### src/rtl/airlock_pkg.sv
// Shared airlock definitions: state encoding and default sizing constants.
// Used by both the arrival and departure airlock controllers.
package airlock_pkg;

   typedef enum logic [3:0] {
      S_IDLE      = 4'd0,
      S_WAIT      = 4'd1,
      S_EVAC      = 4'd2,
      S_OPEN_OUT  = 4'd3,
      S_CLOSE_OUT = 4'd4,
      S_PRES      = 4'd5,
      S_OPEN_IN   = 4'd6,
      S_CLOSE_IN  = 4'd7,
      S_DONE      = 4'd8
   } state_t;

   localparam int DEF_GARAGE_SIZE = 3;
   localparam int DEF_WAIT_CYCLES = 4;
   localparam int DEF_TIMER_W     = 3;
   localparam int DEF_CNT_W       = 3;

endpackage

### src/rtl/airlock_timer.sv
// Loadable down-counter for airlock dwell timing; done is high while the count is zero.
module airlock_timer #(
   parameter int TIMER_W = 3
) (
   input  logic               clk,
   input  logic               rst,
   input  logic               load,
   input  logic               dec,
   input  logic [TIMER_W-1:0] value,
   output logic               done
);

   logic [TIMER_W-1:0] r_count;

   // Load wins over decrement; the count saturates at zero.
   always_ff @(posedge clk) begin
      if (rst) begin
         r_count <= '0;
      end else if (load) begin
         r_count <= value;
      end else if (dec && (r_count != '0)) begin
         r_count <= r_count - 1'b1;
      end
   end

   assign done = (r_count == '0);

endmodule

### src/rtl/arriving_ctrl.sv
// Arrival airlock controller: admits one vehicle from outside into the garage (Moore FSM).
// Optional abort in WAIT/EVAC is enabled by defining ARRIVING_ABORT_EN.
module arriving_ctrl
   import airlock_pkg::*;
#(
   parameter int GARAGE_SIZE = DEF_GARAGE_SIZE,
   parameter int WAIT_CYCLES = DEF_WAIT_CYCLES,
   parameter int TIMER_W     = DEF_TIMER_W,
   parameter int CNT_W       = DEF_CNT_W
) (
   input  logic             clk,
   input  logic             rst,
   input  logic             arrive_req,
   input  logic             departing,
   input  logic [CNT_W-1:0] garage_count,
   input  logic             evacuated,
   input  logic             pressurized,
   input  logic             outer_door,
   input  logic             inner_door,
   input  logic             vehicle_in,
   input  logic             abort,
   output logic             arriving,
   output logic             evac_cmd,
   output logic             pres_cmd,
   output logic             outer_open,
   output logic             inner_open,
   output logic             arrived,
   output logic [3:0]       debug_state
);

   state_t r_state;
   state_t w_nextState;
   logic   w_timerLoad;
   logic   w_timerDec;
   logic   w_timerDone;
   logic   w_admit;

   airlock_timer #(.TIMER_W(TIMER_W)) u_timer (
      .clk   (clk),
      .rst   (rst),
      .load  (w_timerLoad),
      .dec   (w_timerDec),
      .value (TIMER_W'(WAIT_CYCLES - 1)),
      .done  (w_timerDone)
   );

   assign w_admit = arrive_req && !departing && (garage_count < CNT_W'(GARAGE_SIZE));

   always_ff @(posedge clk) begin
      if (rst) begin
         r_state <= S_IDLE;
      end else begin
         r_state <= w_nextState;
      end
   end

   // Sensor waits have no timeout: each state holds until its condition appears.
   always_comb begin
      w_nextState = r_state;
      w_timerLoad = 1'b0;
      w_timerDec  = 1'b0;
      case (r_state)
         S_IDLE: begin
            if (w_admit) begin
               w_nextState = S_WAIT;
               w_timerLoad = 1'b1;
            end
         end
         S_WAIT: begin
            if (w_timerDone) begin
               w_nextState = S_EVAC;
            end else begin
               w_timerDec = 1'b1;
            end
         end
         S_EVAC:      if (evacuated)                 w_nextState = S_OPEN_OUT;
         S_OPEN_OUT:  if (outer_door && vehicle_in)  w_nextState = S_CLOSE_OUT;
         S_CLOSE_OUT: if (!outer_door)               w_nextState = S_PRES;
         S_PRES:      if (pressurized)               w_nextState = S_OPEN_IN;
         S_OPEN_IN:   if (inner_door && !vehicle_in) w_nextState = S_CLOSE_IN;
         S_CLOSE_IN:  if (!inner_door)               w_nextState = S_DONE;
         S_DONE:      w_nextState = S_IDLE;
         default:     w_nextState = S_IDLE;
      endcase
`ifdef ARRIVING_ABORT_EN
      // Abort is only honoured before any door has opened.
      if (abort && ((r_state == S_WAIT) || (r_state == S_EVAC))) begin
         w_nextState = S_IDLE;
      end
`endif
   end

`ifndef ARRIVING_ABORT_EN
   logic w_abortUnused;
   assign w_abortUnused = abort;
`endif

   always_comb begin
      evac_cmd   = 1'b0;
      pres_cmd   = 1'b0;
      outer_open = 1'b0;
      inner_open = 1'b0;
      arrived    = 1'b0;
      case (r_state)
         S_EVAC:     evac_cmd   = 1'b1;
         S_OPEN_OUT: outer_open = 1'b1;
         S_PRES:     pres_cmd   = 1'b1;
         S_OPEN_IN:  inner_open = 1'b1;
         S_DONE:     arrived    = 1'b1;
         default:    ;
      endcase
   end

   assign arriving    = (r_state != S_IDLE);
   assign debug_state = r_state;

endmodule

### config.mk
export PLATFORM = sky130hd
export DESIGN_NAME = arriving_ctrl
export DESIGN_NICKNAME = d
export VERILOG_FILES = /design/src/rtl/airlock_pkg.sv /design/src/rtl/airlock_timer.sv /design/src/rtl/arriving_ctrl.sv
export SDC_FILE = /design/constraint.sdc
export NUM_CORES = 1
export LEC_CHECK = 0
export ABC_CLOCK_PERIOD_IN_PS = 1850
export CORE_AREA = 2 2 39 41
export CTS_CLUSTER_DIAMETER = 120
export DETAILED_ROUTE_END_ITERATION = 10
export DIE_AREA = 0 0 41 43
export PLACE_DENSITY = 0.74
export SYNTH_ARGS = -nofsm -noshare
export SYNTH_HDL_FRONTEND = slang
export SYNTH_SLANG_ARGS = --single-unit
export TNS_END_PERCENT = 10
### constraint.sdc
create_clock -name clk -period 1.85 [get_ports clk]
set_input_delay 0.2775 -clock clk [delete_from_list [all_inputs] [get_ports clk]]
set_output_delay 0.2775 -clock clk [all_outputs]
set_load 0.01 [all_outputs]
==> qor.yml, run 1 <==
core_mm2: 0.00138
cpPeakStageDelay_ns: 0.55
worstSetupPathType: "reg -> reg"
rows: 14
crit_arrival_ns: 2.00
cp-endpoint: "debug_state[1]"
fp.dieW_um: 41
setup_viol: 0
dr_total_vias: 563
worstSetupPathDepth: 8
drc_errors: 0
layout.nets: 111
wl_per_cell_um: 11.4
cp_slowest_cell: "or4b_1"
worst_pin_slew_ns: 0.329
finalWorstSetupSlack_ns: 0.0228
ios: 23
clk_pin_slew_ns: 0.05
yosys_register_bits: 7
cts.sinks: 7
cp_common_cell: "ha_4"
port_buffers: 21
hold_start: "u_timer.r_count[2]"
synth_top_area_cell: "dfxtp_1"
rsz0062_at_grt: "true"
synth_cells: 63
place_congestion: 0.824
critPathTopFamily: "simple AND/OR/NAND/NOR gates"
clock_path_buffers: 2
synth_seq_area_share_pct: 28.2
grt_max_degree: 13
swShare_pct: 34.0
die_area_mm2: 0.00176
first_pass_iters: 4
die_h_um: 43
dp_hpwl_um: 878
p_leak_nw: 0.371
drt_wl_total_um: 1260
power_uw: 786
finalCriticalPeriod_ns: 1.83
drtIter0Drc: 5
timing.setup.tns_ns: 0
min_path_type: "reg -> reg"
status: "completed"
r2r-end: "debug_state[1]"
ant_nets: 0
diodes: 0
track_usage_pct: 14.7
antenna_found_initial: 0
intPower_uw: 518
p_per_area_mw_per_mm2: 918
power_switching_uw: 267
fmax_mhz: 547
seqPwrFrac_pct: 28.2
p_comb_share_pct: 54.9
drive_above_1_share_pct: 27.4
grt_pass1_wl_um: 1790
syn_nets: 78
clkLatencyLatePin_ns: 0.24
dp.cells: 104
rr_worst_depth: 8
initial_utilization_pct: 35.9
p_clk_share_pct: 17.0
place_ws_ns: -0.184
grt.overflow.total: 0
maxSlewHeadroom_pct: 77.5
crit_path_end_kind: "register"
r2r_setup_slack_ns: 0.02
crit_fanout: 3
synth_area_leaders: "dfxtp_1 28%, nor3b_1 6.0%, mux4_1 5.3%"
cts_tree: "yes"
syn-cell-area_um2: 497
finalHoldViolCount: 0
final_cells: 111
post_synth_num_cell_types: 28
cp-startpoint: "u_timer.r_count[1]"
clock_skew_ns: 0.000179
slew_viol_final: 0
yosys.area.top_type_share_pct: 28.2
start_kind: "register"
worstPathRequired_ns: 2.02
cap_violations: 0
cp_cell_sequence: "inv_2, ha_4, ha_4, nor3b_1, o21ai_1, o2111ai_2, or4b_1, a21oi_1"
syn_to_final_growth_pct: 72.3
holdWs_ns: 0.502
period_share_pct: 98.8
rr_startpoint: "u_timer.r_count[1]"
yosysWarnings: 0
cts_buffers: 3
cts_max_level: 1
detail_route.vias_per_cell: 5.07
grt_pass1_vias: 453
avgSynthCellArea_um2: 7.88
cts_root_buffer: "clkbuf_4"
crit_buf_inv: 1
ir_worst_vdd_uv: 447
## kinds of logic after synthesis
group	after synthesis	synth area share, %
AO/OA/AOI/OAI	10	12.8
XOR/XNOR	1	1.76
adder cells (fa/ha/maj)	2	5.04
buffers and inverters	10	8.31
flip-flops	7	28.2
multiplexers	1	5.29
AND/OR/NAND/NOR	32	38.5
## worst min-delay path by stage
stage	end	slack (ns)	cells past startpoint
floorplan	debug_state[1]	0.35	1
global placement	u_timer.r_count[2]	0.48	2
detailed placement	u_timer.r_count[2]	0.50	2
CTS	u_timer.r_count[2]	0.51	2
global route	u_timer.r_count[2]	0.53	2
finish	u_timer.r_count[2]	0.50	2
## synthesized netlist by cell type, drive strengths merged
library cell	n
nor4b	2
or2	1
or4b	1
nor4	1
inv	6
nand2b	2
nor2	5
a31o	1
a2111oi	1
ha	2
clkbuf	1
o2111ai	1
nor3	2
dfxtp	7
nor2b	1
or4	2
xnor2	1
a21oi	3
nand3b	1
buf	3
nor3b	4
mux4	1
nand2	6
nand4	2
nand3	2
a211oi	1
o21ai	3
## per-stage QoR
stage / utilization [%] / area, µm²
CTS: 58.0 / 803
floorplan: - / 497
finish: 61.8 / 856
global placement: 55.5 / 768
detailed placement: 55.5 / 768
global route: 61.8 / 856
## metal layers
layer | global-route usage (%) | share of wire (%) | wire length [µm]
met4 | 9.33 | 0 | 0
met5 | 0 | 0 | 0
met1 | 20.5 | 45 | 567
met2 | 20.6 | 49 | 623
met3 | 1.57 | 5.7 | 72
## state kept, by name, indices dropped and copies added, names as in the netlist
name	count
u_timer.r_count	3
debug_state	4
## placed cells by master, fill, tap and decap left out, types with 3 or more instances in the layout
cell	Yosys	routed
a21oi_1	3	3
dlygate4sd2_1	0	4
buf_4	0	11
dfxtp_2	0	6
inv_1	6	4
nor3b_1	4	4
clkbuf_4	0	3
clkdlybuf4s50_1	0	15
nand2_1	6	6
nor2_1	5	5
## power by group through the flow
stage / Sequential (mW) / Clock [mW] / Combinational [mW]
3_5_place_dp: 0.218 / 0 / 0.360
2_1_floorplan: 0.212 / 0 / 0.194
3_3_place_gp: 0.216 / 0 / 0.354
5_1_grt: 0.227 / 0.148 / 0.471
4_1_cts: 0.218 / 0.140 / 0.367
6_report: 0.221 / 0.133 / 0.431
## repair_timing
action                                  4_1_cts  5_1_grt
pin swaps                                     2        6
buffers inserted                              0        3
hold endpoints to repair                      0        0
resized for setup                            10        9
hold buffers                                  0        0
endpoints found under the setup margin        7        3
## worst reg2reg max path: stages, from the launching register on
cell and delay (ns):
dfxtp_2 0.32, inv_2 0.06, ha_4 0.14, ha_4 0.13, nor3b_1 0.04, o21ai_1 0.21
o2111ai_2 0.18, or4b_1 0.55, a21oi_1 0.13
## layout make-up
class | instances | area (µm²)
Fill cell | 122 | 528
Multi-Input combinational cell | 46 | 347
Timing Repair Buffer | 32 | 293
Sequential cell | 7 | 148
Clock buffer | 4 | 26.3
Inverter | 6 | 22.5
Tap cell | 16 | 20.0
Power figures use the tool's default switching activity.
==> run 2, diff against run 1 <==
--- a/config.mk
+++ b/config.mk
@@ -10,7 +10,7 @@
 export CTS_CLUSTER_DIAMETER = 120
 export DETAILED_ROUTE_END_ITERATION = 10
 export DIE_AREA = 0 0 41 43
-export PLACE_DENSITY = 0.74
+export DONT_BUFFER_PORTS = 1
 export SYNTH_ARGS = -nofsm -noshare
 export SYNTH_HDL_FRONTEND = slang
 export SYNTH_SLANG_ARGS = --single-unit
==> run 2 against run 1 <==
  * Register-to-register slack better by 0.04 ns
  * Final area is 25% lower
  * Critical path depth rose by 1
  * Worst hold slack got worse by 0.42 ns
  * Utilization decreased by 15 points
  * Clock power is 4% higher
==> qor.yml, run 2 (synthesis gave the netlist of run 1 again) <==
status: "completed"
track_usage_pct: 15.6  # +0.88 points
final_cell_mix: "13 x buf_4, 6 x inv_1, 6 x nand2_1, 6 x dfxtp_1, 5 x nor2_1"
worst_pin_slew_ns: 0.545  # +0.216 ns
drtIter0Drc: 3  # -2
ios: 23  # unchanged
period_share_pct: 96.7  # -2.1 points
finalHoldViolCount: 0  # unchanged
finalCriticalPeriod_ns: 1.79  # -0.0387 ns
fillers: 148  # +21%
cts.sinks: 7  # unchanged
clock_skew_ns: 0.00253  # +0.00235 ns
detail_route.vias_per_cell: 5.35  # +5.4%
slew_viol_final: 0  # unchanged
syn_to_final_growth_pct: 29.7
initial_utilization_pct: 35.9  # unchanged
maxSlewHeadroom_pct: 63.1  # -14 points
port_buffers: 0  # -100%
crit_fanout: 3  # unchanged
start_kind: "register"
min_path_type: "in -> reg"
cp_slowest_cell: "or4_1"
dp_hpwl_um: 875  # -0.31%
drt_wl_total_um: 1140  # -9.4%
diodes: 0  # unchanged
wl_per_cell_um: 12.4  # +9.3%
crit_arrival_ns: 1.98  # -0.02 ns
dp.cells: 86  # -17%
worstSetupPathType: "reg -> reg"
clk_pin_slew_ns: 0.05  # about the same
dr_total_vias: 492  # -13%
clkLatencyLatePin_ns: 0.25  # about the same
cts_root_buffer: "clkbuf_4"
grt_max_degree: 11  # -2
fmax_mhz: 559  # +2.2%
layout.nets: 92  # -17%
setup_viol: 0  # unchanged
ir_worst_vdd_uv: 474  # +6.0%
rows: 14  # unchanged
drive_above_1_share_pct: 27.6  # +0.26 points
final_common_cell: "buf_4"
place_congestion: 0.708  # -14%
grt_pass1_wl_um: 1790  # +0.39%
first_pass_iters: 2  # -2
largest_register_ffs: 4  # unchanged
worstPathRequired_ns: 2.05  # +0.03 ns
fp.dieW_um: 41  # unchanged
final_cells: 92  # -17%
cts_tree: "yes"
cts_buffers: 3  # unchanged
crit_path_end_kind: "register"
grt.overflow.total: 0  # unchanged
core_mm2: 0.00138  # unchanged
cpPeakStageDelay_ns: 0.39  # -0.16 ns
multi_input_area_um2: 337  # -2.9%
antenna_found_initial: 0  # unchanged
cts_max_level: 1  # unchanged
clock_path_buffers: 2  # unchanged
p_leak_nw: 0.245  # -34%
regArea_um2: 141  # -4.2%
die_area_mm2: 0.00176  # unchanged
cap_violations: 0  # unchanged
ant_nets: 0  # unchanged
cp_cell_sequence: "inv_1, ha_2, ha_4, nor3b_1, o21ai_1, o2111ai_2, buf_4, or4_1, nand2_1"
cts_hold_buf: 0  # unchanged
drc_errors: 0  # unchanged
holdWs_ns: 0.0858  # -0.416 ns
grt_pass1_vias: 425  # -6.2%
die_h_um: 43  # unchanged
p_per_area_mw_per_mm2: 1110  # +21%
[run 2: timing repair]
item / 4_1_cts / 5_1_grt
resized for setup: 0 / 5
endpoints found under the hold margin: 0 / 0
setup buffers: 0 / 2
endpoints found under the setup margin: 0 / 2
[run 2: final cells by class]
class | instances | area share, %
Timing Repair Buffer | 13 | 15.1
Tap cell | 16 | 3.11
Sequential cell | 7 | 21.9
Multi-Input combinational cell | 46 | 52.2
Inverter | 6 | 3.50
Clock buffer | 4 | 4.08
[run 2: power breakdown]
part | leakage (nW) | switching (mW) | internal [mW] | total [mW]
clock | 0.0150 | 0.0556 | 0.0822 | 0.138
sequential | 0.0573 | 0.0235 | 0.179 | 0.202
combinational | 0.173 | 0.176 | 0.201 | 0.377
[run 2: worst max-delay path: cells and delay by family, from the launching register on]
kind                       cells  cell delay, ns
adders and majority gates      2            0.33
AOI/OAI and AO/OA              2            0.36
buffers and inverters          2            0.24
DFF                            1            0.32
and+or+nand+nor                3            0.50
[run 2: final timing paths]
check	to	start	slack, ns	depth (start not counted)
hold reg to reg	u_timer.r_count[2]	u_timer.r_count[2]	0.51	2
setup / recovery	debug_state[0]	u_timer.r_count[1]	0.06	9
setup reg to reg	debug_state[0]	u_timer.r_count[1]	0.06	9
hold / removal	u_timer.r_count[1]	rst	0.09	1
[run 2: layer usage]
layer | GRT usage [%] | wire (µm) | part of all wire, % | vias to the layer above
met5 | 0 | 0 | 0 | -
met1 | 18.8 | 505 | 44 | 220
li1 | - | - | - | 255
met4 | 8.00 | 21 | 1.8 | 0
met3 | 8.38 | 81 | 7.1 | 2
met2 | 21.6 | 536 | 47 | 15
[run 2: per-stage QoR]
step                      TNS, ns  total power [mW]  instance area [µm²]  utilization, %  setup WS (ns)
after floorplan                 0             0.406                  497               -          0.130
after global placement          0             0.522                  581            42.0         0.0335
after detailed placement        0             0.530                  581            42.0         0.0332
after CTS                       0             0.672                  607            43.9        0.00330
after global routing      -0.0335             0.779                  644            46.6        -0.0176
final                           0             0.717                  644            46.6         0.0615
==> run 3, diff against run 2 <==
--- a/config.mk
+++ b/config.mk
@@ -14,4 +14,3 @@
 export SYNTH_ARGS = -nofsm -noshare
 export SYNTH_HDL_FRONTEND = slang
 export SYNTH_SLANG_ARGS = --single-unit
-export TNS_END_PERCENT = 10
==> results of run 3 <==
Same layout as run 2: the final DEF is identical, and so are final timing and power.
